File: src/rtl/fetch_sequencer.sv
// Fetch sequencer: owns the PC and moves instructions from the single-port
// instruction memory into IF/ID, handling stalls, redirects and halt.
module fetch_sequencer #(
    parameter logic [15:0] RESET_PC    = 16'h0000,
    parameter logic [3:0]  HALT_OPCODE = 4'hF
) (
    input  logic        clk,
    input  logic        rst_n,
    input  logic        stall,
    input  logic        branch_taken,
    input  logic [15:0] branch_target,
    input  logic        imem_rdy,
    input  logic [15:0] imem_data,
    output logic        imem_req,
    output logic [15:0] imem_addr,
    output logic [15:0] if_instr,
    output logic [15:0] if_pc_plus2,
    output logic        if_valid,
    output logic        flush_ifid,
    output logic        halted
);

    typedef enum logic [1:0] {FETCH, WAIT, HALT} state_t;

    state_t      state;
    logic [15:0] pc;
    logic [15:0] req_addr;
    logic        buf_valid;
    logic [15:0] buf_instr;
    logic [15:0] buf_addr;
    logic        drop;

    logic        fetch_issue;
    logic        deliver;
    logic [15:0] dlv_instr;
    logic [15:0] dlv_addr;

    // Once a request is outstanding (WAIT) it must stay up on the latched address.
    assign fetch_issue = (state == FETCH) & ~stall & ~buf_valid & ~branch_taken;
    assign imem_req    = rst_n & (fetch_issue | (state == WAIT));
    assign imem_addr   = (state == WAIT) ? req_addr : pc;
    assign flush_ifid  = rst_n & branch_taken;

    always_comb begin
        deliver   = 1'b0;
        dlv_instr = imem_data;
        dlv_addr  = imem_addr;
        if (!branch_taken) begin
            case (state)
                FETCH: begin
                    if (buf_valid && !stall) begin
                        deliver   = 1'b1;
                        dlv_instr = buf_instr;
                        dlv_addr  = buf_addr;
                    end else if (fetch_issue && imem_rdy) begin
                        deliver = 1'b1;
                    end
                end
                WAIT: begin
                    if (imem_rdy && !drop && !stall) begin
                        deliver = 1'b1;
                    end
                end
                default: begin
                end
            endcase
        end
    end

    always_ff @(posedge clk) begin
        if (!rst_n) begin
            state       <= FETCH;
            pc          <= RESET_PC;
            req_addr    <= RESET_PC;
            buf_valid   <= 1'b0;
            buf_instr   <= 16'h0000;
            buf_addr    <= 16'h0000;
            drop        <= 1'b0;
            if_instr    <= 16'h0000;
            if_pc_plus2 <= 16'h0000;
            if_valid    <= 1'b0;
            halted      <= 1'b0;
        end else begin
            if (state == FETCH) begin
                req_addr <= pc;
            end
            if (branch_taken) begin
                pc        <= branch_target;
                if_valid  <= 1'b0;
                buf_valid <= 1'b0;
                case (state)
                    WAIT: begin
                        // Data still in flight belongs to the wrong path.
                        if (imem_rdy) begin
                            state <= FETCH;
                            drop  <= 1'b0;
                        end else begin
                            drop <= 1'b1;
                        end
                    end
                    HALT: begin
                        state  <= FETCH;
                        halted <= 1'b0;
                    end
                    default: begin
                    end
                endcase
            end else if (deliver) begin
                if_instr    <= dlv_instr;
                if_pc_plus2 <= dlv_addr + 16'd2;
                if_valid    <= 1'b1;
                buf_valid   <= 1'b0;
                if (dlv_instr[15:12] == HALT_OPCODE) begin
                    pc     <= dlv_addr;
                    state  <= HALT;
                    halted <= 1'b1;
                end else begin
                    pc    <= dlv_addr + 16'd2;
                    state <= FETCH;
                end
            end else begin
                case (state)
                    FETCH: begin
                        if (!stall) begin
                            if_valid <= 1'b0;
                        end
                        if (fetch_issue) begin
                            state <= WAIT;
                        end
                    end
                    WAIT: begin
                        if (!stall) begin
                            if_valid <= 1'b0;
                        end
                        if (imem_rdy) begin
                            state <= FETCH;
                            if (drop) begin
                                drop <= 1'b0;
                            end else begin
                                buf_valid <= 1'b1;
                                buf_instr <= imem_data;
                                buf_addr  <= req_addr;
                            end
                        end
                    end
                    default: begin
                    end
                endcase
            end
        end
    end

endmodule

File: config.mk
export PLATFORM = sky130hd
export DESIGN_NAME = fetch_sequencer
export DESIGN_NICKNAME = d
export VERILOG_FILES = /design/src/rtl/fetch_sequencer.sv
export SDC_FILE = /design/constraint.sdc
export NUM_CORES = 1
export LEC_CHECK = 0
export BUFFER_PORTS_ARGS = -buffer_cell sky130_fd_sc_hd__buf_2
export CAP_MARGIN = 0
export CORE_MARGIN = 2
export CORE_UTILIZATION = 25
export DETAILED_ROUTE_END_ITERATION = 12
export PLACE_DENSITY = 0.49
export SLEW_MARGIN = 20
export SYNTH_ARGS = -nofsm -noshare
export SYNTH_HDL_FRONTEND = slang
export SYNTH_SLANG_ARGS = --single-unit
File: constraint.sdc
create_clock -name clk -period 7.75 [get_ports clk]
set_input_delay 0.3875 -clock clk [delete_from_list [all_inputs] [get_ports clk]]
set_output_delay 0.3875 -clock clk [all_outputs]
set_load 0.005 [all_outputs]
==> results.sh <==
export IMPL_numCtsBuffers=9
export IMPL_cts_tree="built"
export IMPL_arrival_ns=4.26
export IMPL_clk_latency_ns=0.36
export IMPL_synth_fp_nets=711
export IMPL_diodes=0
export IMPL_post_cts_buffers=0
export IMPL_final_core_util_pct=30.4
export IMPL_syn_area_mm2=0.00521
export IMPL_tightest_slew_ns=0.844
export IMPL_min_path_cells=2
export IMPL_post_route_period_util_pct=51.7
export IMPL_drtAntennaViolNets=0
export IMPL_rsz0062_at_grt="false"
export IMPL_port_buffers=88
export IMPL_synth_top_cell_area_share_pct=39.2
export IMPL_dpl_cell_area_mm2=0.00588
export IMPL_cp_max_fo=46
export IMPL_peakVddDrop_uv=81.7
export IMPL_synth_area_leaders="dfxtp_1 39%, nand2_1 13%, a21oi_1 7.3%"
export IMPL_multi_input_area_mm2=0.00297
export IMPL_fp_dieW_um=148
export IMPL_ys_types=62
export IMPL_wl_met1_mm=9.06
export IMPL_cp_top_family="buffers and inverters"
export IMPL_fillers=2210
export IMPL_critPathRequiredTime_ns=8.00
export IMPL_routed_wl_met3_um=839
export IMPL_cts_clk_slew_worst_paths_ns=0.08
export IMPL_synth_seq_area_share_pct=39.2
export IMPL_p_leak_uw=0.00239
export IMPL_min_to="pc[1]"
export IMPL_r2r_end="if_pc_plus2[15]"
export IMPL_syn_inst=673
export IMPL_setup_violations=0
export IMPL_crit_type="in2reg"
export IMPL_yosys_register_bits=102
export IMPL_initial_core_util_pct=25.6
export IMPL_core_area_mm2=0.0204
export IMPL_r2r_cells=10
export IMPL_synth_largest_area_cell="dfxtp_1"
export IMPL_drt_total_wl_mm=18.0
export IMPL_fin_crit_ns=4.01
export IMPL_hp_start="branch_target[1]"
export IMPL_slew_headroom_pct=43.4
export IMPL_drc=0
export IMPL_synth_warnings=0
export IMPL_cts_repair_resized=0
export IMPL_place_congestion=0.818
export IMPL_fin_ws_ns=3.74
export IMPL_grt_antenna_before_repair=0
export IMPL_cp_cell_sequence="buf_2, inv_1, nand2_2, buf_4, mux2_2, ha_1, nand4_1, nor4_4, a41oi_2, nor3_4, a21oi_1, a311o_1"
export IMPL_first_iter_violations=408
export IMPL_max_freq_mhz=249
export IMPL_io_pins=89
export IMPL_fp_dieArea_mm2=0.0220
export IMPL_timing_max_cap_violations=0
export IMPL_worst_path_buf_inv=3
export IMPL_drive_gt1_share_pct=20.9
export IMPL_vias=5048
export IMPL_max_stage_delay_ns=0.59
export IMPL_nets=769
export IMPL_avgSynthCellArea_um2=7.75
export IMPL_routed_wl_met2_mm=7.92
export IMPL_worstHoldPathType="in2reg"
export IMPL_register_area_mm2=0.00204
export IMPL_total_power_uw=1200
export IMPL_cts_buffer_depth=2
export IMPL_grt_pass1_vias=4681
export IMPL_rows=52
export IMPL_overflow=0
export IMPL_final_area_mm2=0.00619
export IMPL_syn_to_final_growth_pct=18.7
export IMPL_outcome="complete, no violations"
export IMPL_worst_r2r_startpoint="state[0]"
export IMPL_grt_usage_pct=16.4
export IMPL_start_kind="input port"
export IMPL_finalMaxSlewViolations=0
export IMPL_setup_tns_ns=0
export IMPL_fp_dieH_um=148
export IMPL_synth_flop_cell="dfxtp_1"
export IMPL_grt_pass1_wl_mm=27.9
export IMPL_grt_max_degree=60
export IMPL_cts_hold_buf=0
export IMPL_ctsRootBufferMaster="clkbuf_16"
export IMPL_post_drt_wl_per_cell_um=17.9
export IMPL_preCtsSetupSlack_ns=3.38
export IMPL_ys_top_cells_by_count="174 x nand2_1, 102 x dfxtp_1, 76 x a21oi_1"
export IMPL_avgViaCountPerCell=5.02
export IMPL_hold_violations=0
export IMPL_cts_max_level=3
export IMPL_synthArstFlopShare_pct=0
export IMPL_maxUsedRoutingLayer="met4"
export IMPL_cp_slowest_cell="inv_1"
export IMPL_synth_edf_count=0
export IMPL_clock_skew_ns=0.00756
export IMPL_endpoint_kind="register"
export IMPL_powerDensity_mw_per_mm2=193
export IMPL_worst_r2r_setup_slack_ns=4.03
export IMPL_drt_pass1_iter_count=5
export IMPL_clock_sinks=102
export IMPL_dpl_hpwl_mm=12.5
export IMPL_synth_most_common_cell="nand2_1"
## final cells by class
cell class	instances	share of cell area, %
Sequential cell	102	33.0
Timing Repair Buffer	98	8.33
Multi-Input combinational cell	516	48.0
Clock buffer	9	3.64
Tap cell	270	5.46
Clock inverter	7	1.31
Inverter	4	0.243
## power breakdown
group          switching, uW  internal, uW  leakage, uW  total [uW]
Clock                    223           256     0.000152         479
Sequential              17.9           545     0.000831         563
Combinational           96.7          58.6      0.00141         155
Total                    338           859      0.00239        1200
## sequential cells by signal, indices dropped and copies added (netlist names)
name and cells:
if_pc_plus2 16, if_instr 16, if_valid 1, req_addr 16, halted 1, buf_valid 1
buf_addr 16, state 2, buf_instr 16, pc 16, drop 1
## per-stage QoR
step,hold WS (ns),std cells
6_report,0.240,1006
5_1_grt,0.232,1006
4_1_cts,0.231,1005
3_5_place_dp,0.446,989
3_3_place_gp,0.446,989
2_1_floorplan,0.436,673
## per-layer routing
metal / GRT usage (%) / up-vias
met1: 24.0 / 2433
met5: 0 / -
li1: - / 2497
met4: 4.62 / 0
met3: 2.76 / 7
met2: 24.9 / 111
## worst max-delay path by stage
stage	start	end	slack [ns]	cells after the start
3_5_place_dp	branch_taken	if_pc_plus2[15]	3.38	12
5_1_grt	branch_taken	if_pc_plus2[13]	3.39	12
6_report	branch_taken	if_pc_plus2[15]	3.74	12
4_1_cts	branch_taken	if_pc_plus2[15]	3.76	12
3_3_place_gp	branch_taken	if_pc_plus2[15]	3.46	12
2_1_floorplan	state[1]	if_pc_plus2[15]	4.71	13
## cell families (layout without fill, tap and decap cells)
| logic type | count (synthesis) | after routing | share of synthesized area (%) |
|---|---|---|---|
| AND/OR/NAND/NOR | 296 | 296 | 25.3 |
| multiplexers | 39 | 39 | 7.94 |
| XOR/XNOR | 11 | 11 | 1.85 |
| flip-flops | 102 | 102 | 39.2 |
| adder cells (fa/ha/maj) | 1 | 1 | 0.240 |
| buffers and inverters | 55 | 118 | 4.30 |
| AO/OA/AOI/OAI | 169 | 169 | 21.2 |
## cells in the final DEF (no fill, tap or decap), drive strengths merged, types with 2 or more instances in the layout
cell type / synthesis / routed
nor2b: 2 / 2
a31o: 2 / 2
a311oi: 16 / 16
or3: 3 / 3
nand2: 174 / 174
nand2b: 3 / 3
nand4: 5 / 5
nor3: 10 / 10
and3: 6 / 6
buf: 16 / 98
a21oi: 76 / 76
nor4: 5 / 5
nor2: 49 / 49
a2111oi: 4 / 4
and2: 4 / 4
nand3: 21 / 21
o21a: 2 / 2
or2: 3 / 3
and4: 4 / 4
clkinv: 0 / 3
a211o: 2 / 2
o32ai: 2 / 2
xor2: 5 / 5
mux2: 19 / 19
o31ai: 5 / 5
a211oi: 8 / 8
nand4b: 2 / 2
clkbuf: 35 / 9
a31oi: 6 / 6
a221o: 2 / 2
o21ai: 22 / 22
o211ai: 6 / 6
mux2i: 20 / 20
o311ai: 2 / 2
a41oi: 2 / 2
dfxtp: 102 / 102
a21o: 2 / 2
xnor2: 6 / 6
inv: 4 / 7
(Power assumes the default switching activity.)
